$ cat config.mk
export PLATFORM = sky130hd
export DESIGN_NAME = fifo_dp_flat
export DESIGN_NICKNAME = d
export VERILOG_FILES = /design/src/rtl/fifo_pkg.sv /design/src/rtl/fifo_dp_if.sv /design/src/rtl/fifo_mem.sv /design/src/rtl/fifo_dp.sv /design/src/flat_wrapper.sv
export SDC_FILE = /design/constraint.sdc
export NUM_CORES = 1
export LEC_CHECK = 0
export BUFFER_PORTS_ARGS = -buffer_cell sky130_fd_sc_hd__buf_4
export CAP_MARGIN = 20
export CORE_MARGIN = 2
export CORE_UTILIZATION = 64
export CTS_CLUSTER_SIZE = 12
export DETAILED_ROUTE_END_ITERATION = 10
export PLACE_DENSITY = 0.84
export SYNTH_ARGS = -nofsm -noshare
export SYNTH_HDL_FRONTEND = slang
export SYNTH_SLANG_ARGS = --single-unit
$ cat constraint.sdc
create_clock -name clk -period 5.9 [get_ports clk]
set_input_delay 0.295 -clock clk [delete_from_list [all_inputs] [get_ports clk]]
set_output_delay 0.295 -clock clk [all_outputs]
set_load 0.01 [all_outputs]
$ cat src/rtl/fifo_pkg.sv
// Shared definitions for the FIFO next-state (fifo_ns) and datapath (fifo_dp) stages.
// State codes are plain 3-bit constants so both stages agree on the wire encoding.
package fifo_pkg;
    typedef logic [2:0] state_t;

    localparam state_t INIT     = 3'b000;
    localparam state_t WRITE    = 3'b001;
    localparam state_t WR_ERROR = 3'b010;
    localparam state_t READ     = 3'b011;
    localparam state_t RD_ERROR = 3'b100;
    localparam state_t NO_OP    = 3'b101;

    localparam int ADDR_WIDTH_DFLT = 3;
    localparam int DEPTH           = 2 ** ADDR_WIDTH_DFLT;

    function automatic int depth_of(input int aw);
        return 1 << aw;
    endfunction
endpackage

$ cat src/rtl/fifo_dp_if.sv
// Control/data bundle between fifo_ns (master) and fifo_dp (slave).
// Everything fifo_dp drives is registered or decoded from registers only.
interface fifo_dp_if #(
    parameter int DATA_WIDTH = 32,
    parameter int ADDR_WIDTH = 3
);
    logic [2:0]            next_state;
    logic [DATA_WIDTH-1:0] din;
    logic [2:0]            state;
    logic [ADDR_WIDTH:0]   data_count;
    logic [DATA_WIDTH-1:0] dout;
    logic                  full;
    logic                  empty;
    logic                  wr_ack;
    logic                  wr_err;
    logic                  rd_ack;
    logic                  rd_err;

    modport master (
        output next_state, din,
        input  state, data_count, dout, full, empty, wr_ack, wr_err, rd_ack, rd_err
    );

    modport slave (
        input  next_state, din,
        output state, data_count, dout, full, empty, wr_ack, wr_err, rd_ack, rd_err
    );
endinterface

$ cat src/rtl/fifo_mem.sv
// FIFO storage: synchronous write, combinational read; latency 0 on read, 1 edge on write.
// No backpressure; contents are not reset and are meaningful only between head and tail.
module fifo_mem
    import fifo_pkg::*;
#(
    parameter int DATA_WIDTH = 32,
    parameter int ADDR_WIDTH = 3
) (
    input  logic                  clk,
    input  logic                  we,
    input  logic [ADDR_WIDTH-1:0] waddr,
    input  logic [DATA_WIDTH-1:0] wdata,
    input  logic [ADDR_WIDTH-1:0] raddr,
    output logic [DATA_WIDTH-1:0] rdata
);
    localparam int DEPTH_L = depth_of(ADDR_WIDTH);

    logic [DATA_WIDTH-1:0] mem_q [DEPTH_L];

    always_ff @(posedge clk) begin
        if (we) begin
            mem_q[waddr] <= wdata;
        end
    end

    assign rdata = mem_q[raddr];
endmodule

$ cat src/rtl/fifo_dp.sv
// FIFO state register and datapath: applies next_state each edge, results visible one cycle later.
// No backpressure of its own; WRITE when full / READ when empty degrade to the matching error state.
module fifo_dp
    import fifo_pkg::*;
#(
    parameter int DATA_WIDTH = 32,
    parameter int ADDR_WIDTH = 3
) (
    input  logic     clk,
    input  logic     reset_n,
    fifo_dp_if.slave bus
);
    localparam logic [ADDR_WIDTH:0] FULL_CNT = {1'b1, {ADDR_WIDTH{1'b0}}};

    state_t                state_q, state_d;
    logic [ADDR_WIDTH-1:0] head_q, head_d;
    logic [ADDR_WIDTH-1:0] tail_q, tail_d;
    logic [ADDR_WIDTH:0]   cnt_q, cnt_d;
    logic [DATA_WIDTH-1:0] dout_q, dout_d;
    logic                  mem_we;
    logic [DATA_WIDTH-1:0] mem_rdata;

    fifo_mem #(
        .DATA_WIDTH (DATA_WIDTH),
        .ADDR_WIDTH (ADDR_WIDTH)
    ) u_mem (
        .clk   (clk),
        .we    (mem_we),
        .waddr (tail_q),
        .wdata (bus.din),
        .raddr (head_q),
        .rdata (mem_rdata)
    );

    always_comb begin
        state_d = bus.next_state;
        head_d  = head_q;
        tail_d  = tail_q;
        cnt_d   = cnt_q;
        dout_d  = dout_q;
        mem_we  = 1'b0;
        case (bus.next_state)
            INIT: begin
                head_d = '0;
                tail_d = '0;
                cnt_d  = '0;
            end
            WRITE: begin
                // Guard against an upstream decision that would overrun storage.
                if (cnt_q == FULL_CNT) begin
                    state_d = WR_ERROR;
                end else begin
                    mem_we = 1'b1;
                    tail_d = tail_q + 1'b1;
                    cnt_d  = cnt_q + 1'b1;
                end
            end
            READ: begin
                if (cnt_q == '0) begin
                    state_d = RD_ERROR;
                end else begin
                    dout_d = mem_rdata;
                    head_d = head_q + 1'b1;
                    cnt_d  = cnt_q - 1'b1;
                end
            end
            WR_ERROR, RD_ERROR, NO_OP: begin
            end
            default: state_d = NO_OP;
        endcase
    end

    always_ff @(posedge clk or negedge reset_n) begin
        if (!reset_n) begin
            state_q <= INIT;
            head_q  <= '0;
            tail_q  <= '0;
            cnt_q   <= '0;
            dout_q  <= '0;
        end else begin
            state_q <= state_d;
            head_q  <= head_d;
            tail_q  <= tail_d;
            cnt_q   <= cnt_d;
            dout_q  <= dout_d;
        end
    end

    assign bus.state      = state_q;
    assign bus.data_count = cnt_q;
    assign bus.dout       = dout_q;
    assign bus.full       = (cnt_q == FULL_CNT);
    assign bus.empty      = (cnt_q == '0);
    assign bus.wr_ack     = (state_q == WRITE);
    assign bus.wr_err     = (state_q == WR_ERROR);
    assign bus.rd_ack     = (state_q == READ);
    assign bus.rd_err     = (state_q == RD_ERROR);
endmodule

$ cat src/flat_wrapper.sv
// flat-port wrapper written by rule: the top's interface ports become plain ports
module fifo_dp_flat import fifo_pkg::*;
#(
    parameter int DATA_WIDTH = 32,
    parameter int ADDR_WIDTH = 3
)
  (clk, reset_n, bus_next_state, bus_din, bus_state, bus_data_count, bus_dout, bus_full, bus_empty, bus_wr_ack, bus_wr_err, bus_rd_ack, bus_rd_err);
  fifo_dp_if #(.DATA_WIDTH(DATA_WIDTH), .ADDR_WIDTH(ADDR_WIDTH)) bus_i ();
  input  logic clk;
  input  logic reset_n;
  input wire logic [$bits(bus_i.next_state)-1:0] bus_next_state;
  input wire logic [$bits(bus_i.din)-1:0] bus_din;
  output wire logic [$bits(bus_i.state)-1:0] bus_state;
  output wire logic [$bits(bus_i.data_count)-1:0] bus_data_count;
  output wire logic [$bits(bus_i.dout)-1:0] bus_dout;
  output wire logic [$bits(bus_i.full)-1:0] bus_full;
  output wire logic [$bits(bus_i.empty)-1:0] bus_empty;
  output wire logic [$bits(bus_i.wr_ack)-1:0] bus_wr_ack;
  output wire logic [$bits(bus_i.wr_err)-1:0] bus_wr_err;
  output wire logic [$bits(bus_i.rd_ack)-1:0] bus_rd_ack;
  output wire logic [$bits(bus_i.rd_err)-1:0] bus_rd_err;
  assign bus_i.next_state = bus_next_state;
  assign bus_i.din = bus_din;
  assign bus_state = bus_i.state;
  assign bus_data_count = bus_i.data_count;
  assign bus_dout = bus_i.dout;
  assign bus_full = bus_i.full;
  assign bus_empty = bus_i.empty;
  assign bus_wr_ack = bus_i.wr_ack;
  assign bus_wr_err = bus_i.wr_err;
  assign bus_rd_ack = bus_i.rd_ack;
  assign bus_rd_err = bus_i.rd_err;
  fifo_dp #(.DATA_WIDTH(DATA_WIDTH), .ADDR_WIDTH(ADDR_WIDTH)) u_core (.clk(clk), .reset_n(reset_n), .bus(bus_i));
endmodule
After elaboration in Yosys (flattened, before gate mapping)
Memories as Yosys holds them, arrays and structs flattened. A register that Yosys moved wholly into a read port is not among the register bits.
Cells that the tools add are included.
{"block": "word_totals", "ff_bits": 13, "latch_bits": 0, "mem_bits_rw": 256, "mem_bits_ro": 0, "out_inout_bits": 45, "wordCells": 47, "n_memories": 1}
{"block": "op_classes", "n_addsub": 4, "multipliers": 0, "div_mod_pow": 0, "n_lt_le_gt_ge": 0, "n_eq_ne": 12, "shifts": 0, "mux": 14, "bitwise_logic": 1, "reduce_logical": 11}
{"memory": "u_core.u_mem.mem_q", "depth": 8, "word_bits": 32, "rd": 1, "rd_clocked_by_memory_dff": 1, "wr": 1, "line": "fifo_mem.sv:18", "source": "logic [DATA_WIDTH-1:0] mem_q [DEPTH_L];"}
{"cell": "$eq 3x2->1 const B", "n": 4}
{"cell": "$mux 3", "n": 4}
{"cell": "$pmux 3 s2", "n": 2}
{"cell": "$pmux 4 s3", "n": 1}
{"cell": "$eq 3x3->1 const B", "n": 3}
{"cell": "$pmux 3 s3", "n": 1}
{"cell": "$mux 4", "n": 2}
{"cell": "$add 3x1->3 const B", "n": 2}
{"cell": "$eq 3x1->1 const B", "n": 2}
{"cell": "$reduce_and 2->1", "n": 3}
{"cell": "$add 4x1->4 const B", "n": 1}
{"cell": "$eq 4x4->1 const B", "n": 1}
{"cell": "$logic_not 4->1", "n": 1}
{"cell": "$mux 1", "n": 4}
{"cell": "$ne 2x2->1 const B", "n": 2}
{"cell": "$reduce_bool 2->1", "n": 2}
{"cell": "$reduce_or 4->1", "n": 1}
{"cell": "$sub 4x1->4 const B", "n": 1}
{"cell": "$logic_not 3->1", "n": 1}
{"cell": "$reduce_and 3->1", "n": 1}
{"cell": "$reduce_bool 3->1", "n": 1}
{"cell": "$logic_not 1->1", "n": 1}
{"cell": "$not 1->1", "n": 1}

Logic depth before layout (Yosys ltp)
{"block": "depth", "ltp_word": 5, "mapped_depth": 8, "mapped_depth_nobuf": 7}

Hierarchy
Synthesis repeated with hierarchy kept, for this count alone.
{"block": "unflattened", "cells_unflattened": 553, "hier_area_um2": 12065.3}
{"mod": "fifo_mem", "instances": 1, "cells_each": 383, "area_per_inst_um2": 9825.7, "seq_area_each_um2": 7687.4}
{"mod": "fifo_dp", "instances": 1, "cells_each": 170, "area_per_inst_um2": 2239.6, "seq_area_each_um2": 1126.1}

Worst setup path after synthesis
No wires, ideal clock.
{"block": "synth_path", "kind": "register -> register", "startpoint": "register u_core.cnt_q[1], in the netlist u_core.bus.data_count[1]", "endpoint": "memory u_core.u_mem.mem_q[0][0], enable pin", "setup_time_ns": 0.461, "t_arrival_ns": 3.282, "setup_slack_ns": 2.157, "path_stages_with_launch": 6, "path_buffers": 1, "path_cell_list": "dfrtp_1 > buf_2 > nor4b_4 > nor3_1 > nand2b_1 > nor3_1"}
{"block": "synth_between", "elab_chain_cells": 5}
{"element": "from (decl)", "line": "fifo_dp.sv:18", "source": "logic [ADDR_WIDTH:0] cnt_q, cnt_d;"}
{"element": "from (signal assigned)", "line": "fifo_dp.sv:84", "source": "cnt_q <= cnt_d;"}
{"element": "$eq 4x4->1"}
{"element": "named net bus_full", "line": "flat_wrapper.sv:16", "source": "output wire logic [$bits(bus_i.full)-1:0] bus_full;"}
{"element": "$mux 1", "line": "fifo_dp.sv:50", "source": "if (cnt_q == FULL_CNT) begin"}
{"element": "$mux 1", "line": "fifo_dp.sv:42", "source": "case (bus.next_state)"}
{"element": "$mux 1", "line": "fifo_mem.sv:21", "source": "if (we) begin"}
{"element": "$mux 1 (not written as such)", "line": "fifo_mem.sv:22", "source": "mem_q[waddr] <= wdata;"}
{"element": "to (decl)", "line": "fifo_mem.sv:18"}
The timed path passes the listed nets, and every way through them passes these cells.

Final worst setup path
{"block": "layout_path", "startpoint": "register u_core.cnt_q[1], in the netlist u_core.bus.data_count[1]", "endpoint": "memory u_core.u_mem.mem_q[1][25], enable pin"}
{"block": "layout_between", "elab_chain_cells": 5}
{"element": "$eq 4x4->1", "line": "fifo_dp.sv:50"}
{"element": "$mux 1", "line": "fifo_dp.sv:50"}
{"element": "$mux 1", "line": "fifo_dp.sv:42"}
{"element": "$mux 1", "line": "fifo_mem.sv:21"}
{"element": "$mux 1 (not written as such)", "line": "fifo_mem.sv:22"}
Every way passes these cells.

==> run metrics <==
share of cells above drive strength 1 29.2%; slowest cell on the critical path dfrtp_1; drt via density ~6.1; Post-Syn Area ~0.012 mm²; vias in the first global route 6047; hold_buf cts 29; CTS HTree Levels 1; Worst Setup Path Type flop to flop; final setup TNS 0 ns; total track usage a little under a quarter; Final setup viols 0; clk_lat worst skew roughly 0.53 ns; worst hold path class primary input to flop; CP endpoint kind flop; # diodes 0; max-cap violations 0; total number of vias a little under 6000; DR pass1 iterations 5; CP peak stage delay 0.57 ns; nets 740; Worst Hold Path Cells 1; CTS Sinks between 300 and 400; number of antenna violations at the first check in global routing 0; clk slew on worst S/H paths ~0.060 ns; CP max FO 21; pins over their slew limit 0; Final Non-Filler Cells 951; clk_skew 0.0109 ns; CTS Buf Count 29; cell count after synthesis 576; CTS resizes 0; placed cell count about 870; Distinct cells, synth 35; final hold viol count 0; row count 49; Syn-to-layout area delta 18.7%; Yosys reg bits 301; first-pass GRT wire length 33900 µm; worst path required time 6.09 ns; pin count of the biggest net entering global routing 67; GRT overflow 0; Core Area between 0.015 and 0.02 mm²; die height 138 µm; post-CTS setup buffers 0; most frequent cells in the layout 256 x edfxtp_1, 88 x buf_4, 64 x mux4_2, 42 x dfrtp_1, 41 x nor2_1; crit path time final 2.62 ns; Starting Density 64.7%; # DRC 0; RSZ-0062 raised after global routing false; status finished clean; crit-path cells nor4b_4, nor3_1, nand2_1, nor3_2, buf_6, buf_4; P per Cell Area around 400 mW/mm²; Post-DRT Antenna Nets 0; DR WL/cell 23.2 µm; VDD IR-drop max 0.000303 V; TritonCTS clock tree yes; initial DRC count 433; sequential fraction of the synthesis area about three quarters; yosys warns 0; Data arrival, critical path 2.81 ns; Final period util 44.4%; Root Driver clkbuf_16; # port buffers 81; Pleak 0.00460 µW; reg2reg path depth 6; io pins 82; most common cell after layout, fill and taps aside edfxtp_1; Worst-Margin Slew 0.842 ns; RePlAce Congestion 0.829; final hold slack 0.0219 ns; DIE WIDTH around 140 µm; crit path launch type flop; Clock Path Buffers 3; fmax around 380 MHz; syn_nets about 620; syn_area_per_cell 20.0 µm²; WL final 22100 µm; DP Wirelength 12400 µm; Slew HR 43.8%; DIE AREA 0.0191 mm²
metal layers:
layer	share of wire [%]	up-vias	track usage [%]
met3	4.5	46	3.36
met5	0	-	0
li1	-	2552	-
met2	51	184	39.5
met1	42	2995	32.2
met4	2.5	0	6.93
final cells by class:
| type | instances | area, µm² |
|---|---|---|
| sequential | 301 | 8820 |
| timing repair buffer | 124 | 1100 |
| fill | 926 | 4140 |
| clock buffer | 53 | 846 |
| tap | 229 | 287 |
| multi-input combinational | 244 | 2640 |
kinds of logic (layout without fill, tap and decap cells):
kind of cell / after synthesis / count (layout) / synth area share (%)
xor+xnor: 2 / 2 / 0.152
mux: 100 / 100 / 15.6
compound gates: 51 / 51 / 2.44
flops: 301 / 301 / 76.3
simple gates: 88 / 88 / 3.80
fa+ha+maj: 3 / 3 / 0.325
buf+inv: 31 / 177 / 1.31
flip-flops by register name, indices dropped and copies added (netlist names):
name / cells
u_core.tail_q: 3
u_core.bus.dout: 32
u_core.u_mem.mem_q: 256
u_core.bus.data_count: 4
u_core.head_q: 3
u_core.bus.state: 3
worst max-delay path: cells and delay by family, from the launching register on:
family / cells / cell delay (ns)
simple gates: 4 / 1.14
flops: 1 / 0.57
buf+inv: 2 / 0.57
stage by stage:
| step | total power (µW) | cell area [µm²] | worst slack, ns | util, % |
|---|---|---|---|---|
| 2_1_floorplan | 3420 | 11500 | 2.16 | - |
| 3_3_place_gp | 3790 | 12400 | 3.08 | 69.6 |
| 3_5_place_dp | 3840 | 12500 | 3.01 | 70.2 |
| 4_1_cts | 5510 | 13700 | 2.99 | 76.6 |
| 5_1_grt | 5690 | 13700 | 3.12 | 76.8 |
| 6_report | 5470 | 13700 | 3.28 | 76.8 |
cell usage after synthesis:
master	number	area share, %
edfxtp_1	256	67
mux4_2	64	12
nor2_1	48	1.6
dfrtp_1	45	9.8
a21oi_1	35	1.5
mux2i_1	33	2.9
buf_2	16	0.69
clkbuf_1	11	0.36
nand2_1	8	0.26
o21ai_0	8	0.35
nor3_1	7	0.30
nand2b_1	6	0.33
buf_4	4	0.26
nand3_1	4	0.17
nor2b_1	4	0.22
a22o_1	3	0.23
ha_1	3	0.33
nor3b_1	3	0.20
mux2_2	2	0.20
a21boi_0	1	0.065
a22o_2	1	0.087
a31o_2	1	0.076
a31oi_1	1	0.054
and2_1	1	0.054
and3b_1	1	0.076
mux2_1	1	0.098
nand3b_1	1	0.065
nor2b_2	1	0.076
nor4_1	1	0.054
nor4_4	1	0.18
nor4b_4	1	0.21
o21bai_1	1	0.065
or2_2	1	0.054
xnor2_1	1	0.076
xor2_1	1	0.076
path summary, 6_finish.rpt:
check / start / end / slack [ns]
worst max-delay path: u_core.bus.data_count[1] / u_core.u_mem.mem_q[1][25] / 3.28
worst min-delay path: bus_din[29] / u_core.u_mem.mem_q[4][29] / 0.02
worst max register to register: u_core.bus.data_count[1] / u_core.u_mem.mem_q[1][25] / 3.28
worst min register to register: u_core.bus.dout[26] / u_core.bus.dout[26] / 0.53
max in group asynchronous: reset_n / u_core.head_q[1] / 5.08
min in group asynchronous: reset_n / u_core.bus.dout[1] / 0.34
where the power goes:
part           internal [µW]  switching (µW)  total [µW]
sequential              2480             151        2630
clock                    954             704        1660
combinational            618             555        1170
total                   4060            1410        5470
Power figures use the tool's default switching activity.
